### config.mk
export PLATFORM = sky130hd
export DESIGN_NAME = sel_decoder_pipe
export DESIGN_NICKNAME = d
export VERILOG_FILES = /design/src/rtl/decoder_pkg.sv /design/src/rtl/dec_skid_buf.sv /design/src/rtl/sel_decoder_pipe.sv
export SDC_FILE = /design/constraint.sdc
export NUM_CORES = 1
export LEC_CHECK = 0
export BUFFER_PORTS_ARGS = -buffer_cell sky130_fd_sc_hd__buf_2
export CAP_MARGIN = 30
export CORE_MARGIN = 2
export CORE_UTILIZATION = 39
export DETAILED_ROUTE_END_ITERATION = 7
export PLACE_DENSITY_LB_ADDON = 0.2
export SKIP_LAST_GASP = 1
export SYNTH_ARGS = -nofsm -noshare
export SYNTH_HDL_FRONTEND = slang
export SYNTH_SLANG_ARGS = --single-unit
### constraint.sdc
create_clock -name clk -period 1.58 [get_ports clk]
set_input_delay 0.079 -clock clk [delete_from_list [all_inputs] [get_ports clk]]
set_output_delay 0.079 -clock clk [all_outputs]
set_load 0.01 [all_outputs]
### src/rtl/decoder_pkg.sv
// Shared types and decode helpers for the pipelined select decoder.
// Decode helpers cover the widest supported output; callers keep the low NUM_OUT bits.
package decoder_pkg;

    localparam int unsigned DEC_MAX_W   = 64;
    localparam int unsigned DEC_SEL_MAX = 6;

    typedef enum logic {
        DEC_ONEHOT = 1'b0,
        DEC_THERMO = 1'b1
    } decode_mode_e;

    typedef enum logic [1:0] {
        SK_EMPTY,
        SK_ONE,
        SK_TWO
    } skid_state_e;

    function automatic logic [DEC_MAX_W-1:0] onehot_decode(input logic [DEC_SEL_MAX-1:0] sel);
        logic [DEC_MAX_W-1:0] v;
        v = DEC_MAX_W'(1);
        return v << sel;
    endfunction

    function automatic logic [DEC_MAX_W-1:0] thermo_decode(input logic [DEC_SEL_MAX-1:0] sel);
        logic [DEC_MAX_W-1:0] v;
        v = '1;
        return v >> (DEC_SEL_MAX'(DEC_MAX_W - 1) - sel);
    endfunction

endpackage

### src/rtl/dec_skid_buf.sv
// Generic 2-entry valid/ready skid buffer: output register plus one skid slot.
// in_ready depends only on registered state (and reset), never on out_ready.
module dec_skid_buf
    import decoder_pkg::*;
#(
    parameter int unsigned W = 9
) (
    input  logic         clk,
    input  logic         reset,
    input  logic         in_valid,
    output logic         in_ready,
    input  logic [W-1:0] in_data,
    output logic         out_valid,
    input  logic         out_ready,
    output logic [W-1:0] out_data
);

    skid_state_e r_state;
    skid_state_e w_next;
    logic [W-1:0] r_out;
    logic [W-1:0] r_skid;
    logic         w_push;
    logic         w_pop;
    logic         w_load_out;
    logic         w_load_skid;
    logic         w_move;

    assign in_ready  = ~reset & (r_state != SK_TWO);
    assign out_valid = (r_state != SK_EMPTY);
    assign out_data  = r_out;
    assign w_push    = in_valid & in_ready;
    assign w_pop     = out_valid & out_ready;

    always_comb begin
        w_next      = r_state;
        w_load_out  = 1'b0;
        w_load_skid = 1'b0;
        w_move      = 1'b0;
        case (r_state)
            SK_EMPTY: begin
                if (w_push) begin
                    w_next     = SK_ONE;
                    w_load_out = 1'b1;
                end
            end
            SK_ONE: begin
                if (w_push && w_pop) begin
                    w_load_out = 1'b1;
                end else if (w_push) begin
                    w_next      = SK_TWO;
                    w_load_skid = 1'b1;
                end else if (w_pop) begin
                    w_next = SK_EMPTY;
                end
            end
            SK_TWO: begin
                // in_ready is low here, so only a drain can happen
                if (w_pop) begin
                    w_next = SK_ONE;
                    w_move = 1'b1;
                end
            end
            default: w_next = SK_EMPTY;
        endcase
    end

    always_ff @(posedge clk) begin
        if (reset) begin
            r_state <= SK_EMPTY;
        end else begin
            r_state <= w_next;
        end
    end

    always_ff @(posedge clk) begin
        if (reset) begin
            r_out  <= '0;
            r_skid <= '0;
        end else begin
            if (w_load_out) begin
                r_out <= in_data;
            end else if (w_move) begin
                r_out <= r_skid;
            end
            if (w_load_skid) begin
                r_skid <= in_data;
            end
        end
    end

endmodule

### src/rtl/sel_decoder_pipe.sv
// Pipelined select decoder: decode on accept, hold in a 2-entry skid buffer, count bad selects.
// Thermometer mode is available only when SEL_DECODER_THERMO_EN is defined.
module sel_decoder_pipe
    import decoder_pkg::*;
#(
    parameter int unsigned SEL_W   = 3,
    parameter int unsigned NUM_OUT = 8,
    parameter int unsigned CNT_W   = 8
) (
    input  logic               clk,
    input  logic               reset,
    input  logic               in_valid,
    output logic               in_ready,
    input  logic [SEL_W-1:0]   in_sel,
    input  logic               in_mode,
    output logic               out_valid,
    input  logic               out_ready,
    output logic [NUM_OUT-1:0] out_data,
    output logic               out_err,
    output logic [CNT_W-1:0]   err_count
);

    localparam int unsigned DW = NUM_OUT + 1;

    decode_mode_e             w_mode;
    logic [DEC_SEL_MAX-1:0]   w_sel_ext;
    logic [DEC_MAX_W-1:0]     w_full;
    logic [NUM_OUT-1:0]       w_word;
    logic                     w_err;
    logic                     w_accept;
    logic [DW-1:0]            w_buf_out;
    logic [CNT_W-1:0]         r_err_count;

`ifdef SEL_DECODER_THERMO_EN
    assign w_mode = decode_mode_e'(in_mode);
`else
    logic w_unused_mode;
    assign w_mode        = DEC_ONEHOT;
    assign w_unused_mode = in_mode;
`endif

    assign w_sel_ext = DEC_SEL_MAX'(in_sel);
    assign w_err     = 32'(in_sel) >= 32'(NUM_OUT);

    always_comb begin
        w_full = (w_mode == DEC_THERMO) ? thermo_decode(w_sel_ext) : onehot_decode(w_sel_ext);
        w_word = w_err ? '0 : w_full[NUM_OUT-1:0];
    end

    generate
        if (NUM_OUT < DEC_MAX_W) begin : g_hi
            logic w_unused_hi;
            assign w_unused_hi = ^w_full[DEC_MAX_W-1:NUM_OUT];
        end
    endgenerate

    dec_skid_buf #(
        .W(DW)
    ) u_skid (
        .clk      (clk),
        .reset    (reset),
        .in_valid (in_valid),
        .in_ready (in_ready),
        .in_data  ({w_word, w_err}),
        .out_valid(out_valid),
        .out_ready(out_ready),
        .out_data (w_buf_out)
    );

    assign out_data  = w_buf_out[DW-1:1];
    assign out_err   = w_buf_out[0];
    assign w_accept  = in_valid & in_ready;

    always_ff @(posedge clk) begin
        if (reset) begin
            r_err_count <= '0;
        end else if (w_accept && w_err && (r_err_count != '1)) begin
            r_err_count <= r_err_count + CNT_W'(1);
        end
    end

    assign err_count = r_err_count;

endmodule

== Yosys cells after proc, flatten, opt, wreduce, memory -nomap -nowiden ==
Cells that the tools add are included.

* Multiplexer cells: 15
* Equality and inequality tests: 7
* Reductions and logical operators: 5
* Bitwise operators: 4
* Shift-type cells: 1

{| class="wikitable"
|+ Operators by type and width
! kind !! number
|-
| two-way mux 9 bit || 2
|-
| two-way mux 2 bit || 5
|-
| left shift 1 x 3 -> 8 bit, first input constant || 1
|-
| two-way mux 1 bit || 6
|-
| one-hot mux 2 bit (3 select lines) || 1
|-
| != test 2 x 1 -> 1 bit, second input constant || 2
|-
| != test 2 bit, second input constant || 2
|-
| AND reduction 4 bit || 1
|-
| nonzero test 2 bit || 2
|-
| AND 1 bit || 3
|-
| != test 3 x 1 -> 1 bit, second input constant || 1
|-
| == test 2 x 1 -> 1 bit, second input constant || 1
|-
| == test 2 bit, second input constant || 1
|-
| logical NOT 2 bit || 1
|-
| one-hot mux 1 bit (2 select lines) || 1
|-
| logical AND 1 bit || 1
|-
| NOT 1 bit || 1
|}

* Input port bits: 8
* Flip-flop bits (word level): 18
* Output and inout bits: 19
* Logic and storage cells: 35

== Longest topological paths before layout ==
* Depth in word-level cells: 7
* Mapped depth: 6
* Mapped depth without buffers: 3

== Hierarchy ==
A second synthesis with hierarchy kept.

* Cells, all modules: 129
* Area, all modules: 1109.8 sq um

{| class="wikitable"
|+ Modules (own cells, without submodules)
! module !! instances !! cells an instance !! sequential area each (sq um) !! area each (sq um)
|-
| dec_skid_buf || 1 || 112 || 400.4 || 980.9
|-
| sel_decoder_pipe || 1 || 17 || 0.0 || 128.9
|}

== Least setup slack after synthesis ==
OpenSTA, ideal clock, no wires.

* Kind: flip-flop to flip-flop
* From: register u_skid.r_state[1]
* To: register u_skid.r_out[8] (netlist: u_skid.out_data[8])
* Period minus slack after synthesis: 1.371 ns
* Data arrival time: 1.236 ns
* Path buffers: 3
* Library setup time: 0.135 ns
* Slack: 0.209 ns
* Stages on the path, launching flop included: 7
* Required time: 1.445 ns
* Cell sequence: dfxtp_1 buf_6 or3b_1 buf_6 buf_6 nor3_2 a311oi_1

* Longest elaborated chain between the ends: 7
* Elaborated cells on any way between the ends: 16
* Classes of those cells: eq/ne: 3; mux: 6; bitwise: 3; reduce/logical: 4

{| class="wikitable"
|+ RTL lines
! what !! line !! RTL
|-
| from (decl) || dec_skid_buf.sv:18 || <nowiki>skid_state_e r_state;</nowiki>
|-
| from (signal assigned) || dec_skid_buf.sv:71 || <nowiki>r_state <= w_next;</nowiki>
|-
| != test 2 bit || dec_skid_buf.sv:28 || <nowiki>assign in_ready = ~reset & (r_state != SK_TWO);</nowiki>
|-
| AND 1 bit || dec_skid_buf.sv:28 ||
|-
| AND 1 bit || dec_skid_buf.sv:31 || <nowiki>assign w_push = in_valid & in_ready;</nowiki>
|-
| logical AND 1 bit || dec_skid_buf.sv:47 || <nowiki>if (w_push && w_pop) begin</nowiki>
|-
| two-way mux 1 bit || dec_skid_buf.sv:47 ||
|-
| one-hot mux 1 bit (2 select lines) || dec_skid_buf.sv:39 || <nowiki>case (r_state)</nowiki>
|-
| two-way mux 9 bit / nonzero test 2 bit (equally long branches) || -- ||
|-
| to (signal assigned) || dec_skid_buf.sv:81 || <nowiki>r_out <= in_data;</nowiki>
|-
| to (signal assigned) || dec_skid_buf.sv:83 || <nowiki>r_out <= r_skid;</nowiki>
|-
| to (decl) || dec_skid_buf.sv:20 || <nowiki>logic [W-1:0] r_out;</nowiki>
|}

Several ways; a longest one is shown, not always the timed one.
A chain may end at the register's enable or synchronous reset.

== Worst setup path after layout ==
* From: register u_skid.r_state[1]
* To: register u_skid.r_out[3] (netlist: u_skid.out_data[3])

The elaborated chain is that of the path after synthesis.

==> impl.org <==
** Finish
- Sequential cell area :: around 360 um2
- Synth-to-layout area growth :: 9.63%
- The count of cells in the finished layout, fillers not included, comes to around 170.
- For this run, the post-layout net count is 145.
- The layout has 262 filler cells.
- Ant diodes :: 0
- Share of layout cells above drive strength 1 :: 22.8%
- The multi-input combinational cells in the finished layout cover a total of 523 um2.

** Hold path
- Hold EP :: u_skid.r_state[1]
- Counting instances, the worst hold path has a depth of 2.
- Worst min-delay path category :: in2reg
- Critical hold path startpoint :: out_ready

** Synth
- Of all flip-flops after synthesis, the portion carrying an async set or reset was 0%.
- Yosys mapped the design onto 29 distinct sky130hd cell types.
- Summing the areas of all compound-gate instances in the mapped netlist gives between 10% and 20% of the synthesized area.
- In the synthesized netlist, mux cells make up 1.01% of the area.
- Of all cell types, the one taking the most synthesized area is sky130_fd_sc_hd__dfxtp_1.
- Main flop type after synthesis :: sky130_fd_sc_hd__dfxtp_1
- Cell count after synthesis :: 121
- Adder-Cell Fraction of Synth Area :: 0%
- The synthesized netlist devotes 30.5% of its cell area to simple gates.
- Netlist area before placement :: 987 um2
- Main combinational cell family by area after synthesis :: simple AND/OR/NAND/NOR gates
- Top cells by area, synth :: sky130_fd_sc_hd__dfxtp_1, sky130_fd_sc_hd__buf_4, sky130_fd_sc_hd__a311oi_1
- Post-synth EDFFs :: 0
- The top cell type by area accounts for 36.5% of the synthesized area.
- Post-Syn Area per Cell :: 8.16 um2
- List of most frequent post-synthesis cells :: sky130_fd_sc_hd__dfxtp_1, sky130_fd_sc_hd__nand2_1, sky130_fd_sc_hd__a21oi_1, sky130_fd_sc_hd__buf_4
- Synthesized flop and latch total :: 18
- Fraction of synthesized cell area in xor and xnor cells :: 0%
- Synth warnings :: 0
- After synthesis, flip-flops and latches occupy 36.5% of the total area.

** Clock tree
- TritonCTS built the clock tree.
- The number of hold buffers added after CTS was 0.
- In this run, post-CTS repair resized a total of 0 instances.
- Clock buffers created by TritonCTS :: 3
- Insertion delay of the later-clocked pin in the worst-skew pair :: 290 ps
- In this run the clock root is driven by a sky130_fd_sc_hd__clkbuf_4.
- CTS built an H-tree with a depth of 1.
- In this run the deepest clock path goes through 2 buffers.
- Buffers added to address setup during post-CTS repair amount to 0.
- Clock slew seen by the registers of the worst setup and hold paths :: roughly 100 ps
- The tree built by TritonCTS fans out to 18 sinks.

** Drt
- Wires add up to 2.03 mm.
- Routed wire length per instance :: 12.2 um
- Router iterations before antenna repair :: 4
- Count of antenna-violating nets left after detailed routing :: 0
- For this block, the initial DRC count from the detailed router was 21.
- In the routed layout, each cell is associated on average with a via count of 5.17.
- Post-detailed-route DRC marker count :: 0
- The routed layout has 858 vias.

** Power and ir drop
- Psw :: 250 uW
- Static power due to leakage :: between 0.0004 and 0.0005 uW
- Sw Share :: 27.1%
- For this design the ratio of total power to cell area is 853 mW/mm2.
- Combinational cells account for approximately 17% of the total power.
- Max rail drop VDD :: 0.669 mV
- Register share of total power :: ~52%
- The clock network burns between 30% and 40% of the power.
- Cell internal power dissipation :: roughly 670 uW

** Timing
- Of the available clock period, the critical path in the final layout requires between 80 and 90%.
- Worst Skew :: 3.95 ps
- Fin Setup TNS :: 0 ps
- RSZ-0062 raised after global routing :: no
- Maximum clock frequency :: 767 MHz
- The number of max-slew violations in the final report was 0.
- Final count of hold timing violations :: 0
- Setup violations remaining at the end of the flow were counted as 0.
- Hold timing on the final database bottoms out at a slack of about 42 ps.
- Period minus WS final :: 1300 ps

** Die
- 27 I/O pins were placed.
- Initial cell density of the core :: 40.6%
- The die is 54.3 um tall.
- Core region area :: 0.00243 mm2
- From left edge to right edge, the die measures ~54 um.
- The die covers about 0.0029 mm2.
- Standard-cell rows :: 18

** Worst setup path
- Worst Setup Start Kind :: register
- Arrival time at the worst endpoint :: roughly 1500 ps
- Counting cells, the worst reg-to-reg path comes to 4.
- Along the worst path, the maximum fanout reaches 16.
- The largest individual stage delay along the critical path comes from the cell sky130_fd_sc_hd__or3b_1.
- The worst setup path is of the reg2reg kind.
- Worst path cell trace :: or3b_1 > buf_4 > a211oi_1 > a311oi_1
- In this run the register-to-register setup slack is 280 ps.
- FF-to-FF Start :: u_skid.r_state[1]
- Worst reg2reg endpoint :: u_skid.out_data[3]
- Data on the critical path is required at its endpoint by 1750 ps.
- The worst setup path is captured at a register.
- Delay of the slowest critical-path stage :: around 360 ps

** Outcome
- The flow ran to the end, and the final reports show no timing, DRC or antenna violations.

** Placement
- Post-detailed-placement half-perimeter wirelength :: 1.39 mm
- Buffers on Ports :: 16
- RD Place Congestion :: 0.753
- Placed cell count :: approximately 160

** Global routing
- The number of global-route vias before repair is 674.
- In the global route stage, overall resource usage came out at 15.4%.
- Remaining global-route overflow :: 0
- First-pass GRT wire length :: 3.15 mm
- Pin count of the biggest net entering global routing :: 21
- The initial antenna violation count is 0.

** Job
- The tool flagged a number of max-cap violations equal to 0.
power groups by stage:
stage,sequential (uW),clock [uW],combinational [uW]
2_1_floorplan,498,0,119
3_3_place_gp,492,0,153
3_5_place_dp,493,0,154
4_1_cts,483,303,155
5_1_grt,485,327,175
6_report,482,286,155
per-stage QoR:
step	worst slack [ps]	power [uW]	utilization (%)	area [um2]
floorplan	209	617	-	1020
global placement	299	645	43.0	1050
detailed placement	287	647	43.0	1050
CTS	254	941	44.5	1080
global route	145	987	44.5	1080
finish	276	923	44.5	1080
final cells by class:
cell class | instances | area share, %
multi-input cells | 92 | 48.3
flip-flops and latches | 18 | 33.3
well taps | 30 | 3.47
repair buffers | 22 | 11.6
clock buffers | 4 | 3.35
worst max path at each step:
stage | cells past startpoint | endpoint | from
CTS | 4 | u_skid.out_data[6] | u_skid.r_state[1]
detailed placement | 4 | u_skid.out_data[7] | u_skid.r_state[1]
global placement | 4 | u_skid.out_data[3] | u_skid.r_state[1]
floorplan | 6 | u_skid.out_data[8] | u_skid.r_state[1]
finish | 4 | u_skid.out_data[3] | u_skid.r_state[1]
global route | 4 | u_skid.out_data[6] | u_skid.r_state[1]
logic make-up (layout without fill, tap and decap cells):
group | after synthesis | in the layout
AOI/OAI and AO/OA | 28 | 28
buffers and inverters | 19 | 26
DFF | 18 | 18
muxes | 1 | 1
other | 1 | 9
and+or+nand+nor | 54 | 54
layer usage:
metal  global-route usage [%]  vias to the layer above  part of all wire, %
met3                     4.92                        2                  5.4
met1                     19.7                      384                   46
met2                     23.3                       31                   48
met5                        0                        -                    0
met4                     7.08                        0                 0.69
li1                         -                      441                    -
sequential cells by signal, summed over array words and instances, names as in the netlist:
| name | count |
|---|---|
| u_skid.out_data | 8 |
| u_skid.r_skid | 8 |
| u_skid.r_state | 2 |
cell usage in the layout, fill, tap and decap left out, types with 2 or more instances in the layout:
cell	n
sky130_fd_sc_hd__and3b_1	4
sky130_fd_sc_hd__nor3_1	8
sky130_fd_sc_hd__a21oi_1	10
sky130_fd_sc_hd__conb_1	9
sky130_fd_sc_hd__nand2_1	18
sky130_fd_sc_hd__dfxtp_1	18
sky130_fd_sc_hd__nor3b_1	2
sky130_fd_sc_hd__a311oi_1	8
sky130_fd_sc_hd__clkbuf_4	3
sky130_fd_sc_hd__buf_4	6
sky130_fd_sc_hd__nor2b_1	3
sky130_fd_sc_hd__buf_2	16
sky130_fd_sc_hd__o21ai_1	8
sky130_fd_sc_hd__nor2_1	3
sky130_fd_sc_hd__nand3_1	7
worst max-delay path: cells and delay by family, from the launching register on:
family                 cells  cell delay [ps]
and+or+nand+nor            1              360
DFF                        1              320
AOI/OAI and AO/OA          2              290
buffers and inverters      1              200
Note: power is estimated with default switching activity, not from simulation.
